`src/rtl/shift_align_pipe.sv`:
```
// Pipelined multi-mode barrel shifter (logical/arith right, left, rotate) with sticky; SHIFT_ALIGN_STICKY_EN builds sticky logic.
// Latency: ceil(SHIFT_W/LEVELS_PER_STAGE) cycles, one beat per cycle.
// Backpressure: valid/ready per stage, bubbles collapse, in_ready follows out_ready combinationally.
module shift_align_pipe #(
  parameter int WIDTH            = 24,
  parameter int SHIFT_W          = 5,
  parameter int LEVELS_PER_STAGE = 2,
  parameter int TAG_W            = 4
) (
  input  logic               clk,
  input  logic               reset,
  input  logic               in_valid,
  output logic               in_ready,
  input  logic [WIDTH-1:0]   in_data,
  input  logic [SHIFT_W-1:0] in_shift,
  input  logic [1:0]         in_op,
  input  logic [TAG_W-1:0]   in_tag,
  output logic               out_valid,
  input  logic               out_ready,
  output logic [WIDTH-1:0]   out_data,
  output logic               out_sticky,
  output logic [TAG_W-1:0]   out_tag
);

  localparam int N = (SHIFT_W + LEVELS_PER_STAGE - 1) / LEVELS_PER_STAGE;

  localparam logic [1:0] OP_SRL = 2'b00;
  localparam logic [1:0] OP_SRA = 2'b01;
  localparam logic [1:0] OP_SLL = 2'b10;

  typedef struct packed {
    logic [WIDTH-1:0]   data;
    logic [SHIFT_W-1:0] shift;
    logic [1:0]         op;
`ifdef SHIFT_ALIGN_STICKY_EN
    logic               sticky;
`endif
    logic [TAG_W-1:0]   tag;
  } beat_t;

  // One mux level: shift by 2^k when shift bit k is set; rotate wraps modulo WIDTH.
  function automatic beat_t apply_level(input beat_t b, input int k);
    beat_t r;
    int    amt;
    int    rot;
`ifdef SHIFT_ALIGN_STICKY_EN
    logic  drop;
`endif
    r   = b;
    amt = 1 << k;
    rot = amt % WIDTH;
`ifdef SHIFT_ALIGN_STICKY_EN
    drop = 1'b0;
    for (int i = 0; i < WIDTH; i++) begin
      if (i < amt) drop = drop | b.data[i];
    end
`endif
    if (b.shift[k]) begin
      case (b.op)
        OP_SRL:  r.data = b.data >> amt;
        OP_SRA:  r.data = $signed(b.data) >>> amt;
        OP_SLL:  r.data = b.data << amt;
        default: begin
          if (rot != 0) r.data = (b.data >> rot) | (b.data << (WIDTH - rot));
        end
      endcase
`ifdef SHIFT_ALIGN_STICKY_EN
      if (!b.op[1]) r.sticky = b.sticky | drop;
`endif
    end
    return r;
  endfunction

  beat_t        head;
  beat_t        st [N];
  logic [N-1:0] vld;
  logic [N-1:0] load;

  always_comb begin
    head       = '0;
    head.data  = in_data;
    head.shift = in_shift;
    head.op    = in_op;
    head.tag   = in_tag;
  end

  for (genvar s = 0; s < N; s++) begin : g_stage
    localparam int LO = s * LEVELS_PER_STAGE;
    localparam int HI = (LO + LEVELS_PER_STAGE > SHIFT_W) ? SHIFT_W : LO + LEVELS_PER_STAGE;

    beat_t src;
    logic  src_vld;
    beat_t lvl;

    if (s == 0) begin : g_src
      assign src     = head;
      assign src_vld = in_valid;
    end else begin : g_src
      assign src     = st[s-1];
      assign src_vld = vld[s-1];
    end

    if (s == N - 1) begin : g_load
      assign load[s] = !vld[s] || out_ready;
    end else begin : g_load
      assign load[s] = !vld[s] || load[s+1];
    end

    always_comb begin
      lvl = src;
      for (int k = LO; k < HI; k++) lvl = apply_level(lvl, k);
    end

    // Payload only moves with a real beat so a stalled output stays put.
    always_ff @(posedge clk) begin
      if (reset) begin
        vld[s] <= 1'b0;
        st[s]  <= '0;
      end else if (load[s]) begin
        vld[s] <= src_vld;
        if (src_vld) st[s] <= lvl;
      end
    end
  end

  assign in_ready  = load[0] && !reset;
  assign out_valid = vld[N-1];
  assign out_data  = st[N-1].data;
  assign out_tag   = st[N-1].tag;
`ifdef SHIFT_ALIGN_STICKY_EN
  assign out_sticky = st[N-1].sticky;
`else
  assign out_sticky = 1'b0;
`endif

  // Consumed shift bits and the final op copy are carried but never read again.
  logic unused_bits;
  always_comb begin
    unused_bits = 1'b0;
    for (int i = 0; i < N; i++) unused_bits = unused_bits ^ (^st[i]);
  end

endmodule

```
`config.mk`:
```
export PLATFORM = sky130hd
export DESIGN_NAME = shift_align_pipe
export DESIGN_NICKNAME = d
export VERILOG_FILES = /design/src/rtl/shift_align_pipe.sv
export SDC_FILE = /design/constraint.sdc
export NUM_CORES = 1
export LEC_CHECK = 0
export ABC_AREA = 1
export CAP_MARGIN = 20
export CORE_MARGIN = 2
export CORE_UTILIZATION = 30
export DETAILED_ROUTE_END_ITERATION = 10
export GPL_ROUTABILITY_DRIVEN = 0
export RECOVER_POWER = 25
export SLEW_MARGIN = 10
export SYNTH_ARGS = -nofsm -noshare
export SYNTH_HDL_FRONTEND = slang
export SYNTH_SLANG_ARGS = --single-unit
export TNS_END_PERCENT = 10
```
`constraint.sdc`:
```
create_clock -name clk -period 2.3 [get_ports clk]
set_input_delay 0.23 -clock clk [delete_from_list [all_inputs] [get_ports clk]]
set_output_delay 0.23 -clock clk [all_outputs]
set_load 0.01 [all_outputs]
```
==> results.py <==
metrics = {
    "status": {
        "status": "finished clean",
    },
    "power": {
        "power.total_uw": 4380,
        "leakagePower_uw": 0.00301,
        "irDropWorstVdd_mv": 0.254,
        "power_density_mw_per_mm2": 614,
    },
    "synth": {
        "synthCells": 762,
        "yosysSeqAreaShare": 0.478,
        "netlist_area_mm2": 0.00590,
        "ys_seq_elements": 95,
        "synth_edf_count": 92,
        "syn_nets": 801,
        "postSynthAreaPerCell_um2": 7.75,
        "synth_flop_cell": "edfxtp_1",
        "ys_types": 30,
        "synth.top_cell.area_share": 0.468,
        "ys_top_cells_by_area": "edfxtp_1, nand3_1, nand2_1",
        "yosysTopAreaCell": "edfxtp_1",
        "yosysWarnings": 0,
        "synth-async-reset-ratio": 0,
    },
    "setup_path": {
        "end_kind": "output port",
        "startpoint_type": "input pin",
        "cp.arrival_ps": 1610,
        "worstPathRequired_ps": 2070,
        "cp_max_fo": 3,
        "crit_path_max_incr_delay_ps": 540,
        "critPathMostFrequentCell": "inv_1",
        "crit_chain": "dlygate4sd3_1, inv_1, nand4_1, nand2_1, inv_1, clkdlybuf4s50_1",
        "path_class": "in2out",
        "cp_slowest_cell": "dlygate4sd3_1",
    },
    "drt": {
        "initialDrtViolationCount": 332,
        "wl_per_cell_um": 12.7,
        "routed_wl_um": 13800,
        "post_drt_via_cell_ratio": 4.74,
        "via_count": 5156,
        "first_pass_iters": 5,
        "ant_nets": 0,
        "drc": 0,
    },
    "grt": {
        "antenna_found_initial": 0,
        "grt_pass1_wl_um": 23100,
        "overflow": 0,
        "grt_max_degree": 35,
        "grtUsageTotal": 0.140,
        "first_global_vias": 4682,
    },
    "cts": {
        "cts_max_level": 3,
        "cts.clk_slew.worst_paths_ps": 60,
        "hold_buffers": 0,
        "tritoncts": "yes",
        "cts_sinks": 95,
        "clockRootBuffer": "clkbuf_16",
        "cts_buffer_depth": 2,
        "cts_buffers": 9,
        "postCtsSetupBuffers": 0,
        "clkLatencyLatePin_ps": 360,
        "post_cts_resized": 0,
    },
    "die": {
        "num_rows": 51,
        "core_mm2": 0.0194,
        "dieArea_mm2": 0.0208,
        "initial_core_util": 0.304,
        "ios": 70,
        "die_w_um": 144,
        "dieHeight_um": 144,
    },
    "sta": {
        "setup_tns_ps": 0,
        "max_freq_mhz": 544,
        "clock-skew-final_ps": 12.0,
        "relSlewSlack": 0.444,
        "rsz0062_at_grt": "no",
        "hold_violations": 0,
        "fin_ws_ps": 461,
        "timing.hold.ws_ps": 499,
        "drv_slew": 0,
        "tightest_slew_ps": 834,
        "setup_viol": 0,
        "timing.final.crit_share": 0.799,
        "fin_crit_ps": 1840,
    },
    "hold_path": {
        "hp-class": "in2reg",
    },
    "finish": {
        "fillers": 2082,
        "drive_gt1_frac": 0.0753,
        "area_delta_synth_final_pct": 20.8,
        "fin_area_mm2": 0.00713,
        "num_antenna_cells": 0,
        "fin_nets": 857,
    },
    "job": {
        "maxCapViolCount": 0,
    },
    "place": {
        "dp_slack_ps": 257,
        "placed_area_mm2": 0.00686,
        "hpwl_um": 10300,
        "io_buffers": 68,
    },
}
-- report_power, final --
part,internal (µW),total [µW],switching (µW)
Combinational,311,776,465
Clock,842,1490,649
Sequential,2030,2110,82.6
Total,3180,4380,1200
-- Yosys cell counts (6+ instances only) --
cell type    n
or2_2       15
nor2_1      34
buf_2       22
a31oi_1     10
inv_2        6
a21oi_1     35
inv_1       79
edfxtp_1    92
o211ai_1    18
o21ai_0     28
buf_4        6
nand2_1    210
nand3_1    168
clkbuf_1     8
-- registers in the layout (all words and copies together), names as in the netlist --
signal,cells
out_valid,1
st,92
g_stage.src_vld,2
-- layout make-up --
class                   count  area (µm²)  share of cell area
flip-flops and latches     95        2820               0.396
multi-input cells         539        2520               0.353
repair buffers             87         840               0.118
well taps                 265         332              0.0465
inverters                  86         323              0.0453
clock buffers               9         225              0.0316
clock inverters             7        68.8             0.00965
-- logic make-up (layout without fill, tap and decap cells) --
| family | count (synthesis) | count (layout) | share of synthesized area |
|---|---|---|---|
| and+or+nand+nor | 441 | 441 | 0.329 |
| buffers and inverters | 128 | 189 | 0.0950 |
| AOI/OAI and AO/OA | 97 | 97 | 0.0969 |
| DFF | 95 | 95 | 0.478 |
| other | 1 | 1 | 0.000635 |
-- per-layer routing --
| layer | global-route usage | part of all wire | up-vias |
|---|---|---|---|
| met4 | 0.0537 | 0.021 | 0 |
| met1 | 0.191 | 0.48 | 2285 |
| met2 | 0.218 | 0.44 | 171 |
| met5 | 0 | 0 | - |
| met3 | 0.0281 | 0.057 | 22 |
| li1 | - | - | 2678 |
-- worst max-delay path, delay by kind of cell --
family                 cells  cell delay [ps]
buffers and inverters      4             1150
AND/OR/NAND/NOR            2              230
-- path summary, 6_finish.rpt --
kind / start / slack [ps] / to / cells past startpoint
worst max register to register: st[0][4] / 460 / st[1][34] / 7
worst min register to register: g_stage[1].src_vld / 520 / g_stage[2].src_vld / 2
worst min-delay path: in_valid / 500 / g_stage[1].src_vld / 3
worst max-delay path: out_ready / 460 / in_ready / 6
-- metrics by stage --
stage	utilization	std cells
floorplan	-	762
global placement	0.353	1072
detailed placement	0.353	1072
CTS	0.369	1088
global route	0.368	1088
finish	0.368	1088
-- layout by cell type, fill, tap and decap left out, types with 4 or more instances in the layout --
master | netlist | layout
clkdlybuf4s50_1 | 0 | 67
nand2_1 | 210 | 210
inv_1 | 79 | 79
o211ai_1 | 18 | 18
edfxtp_1 | 92 | 92
nand3_1 | 168 | 168
a31oi_1 | 10 | 10
nor2_1 | 34 | 34
or2_1 | 4 | 4
inv_2 | 6 | 6
buf_4 | 6 | 14
clkbuf_16 | 0 | 9
a21oi_1 | 35 | 35
or2_2 | 15 | 15
o21ai_0 | 28 | 28
Power figures use the tool's default switching activity.
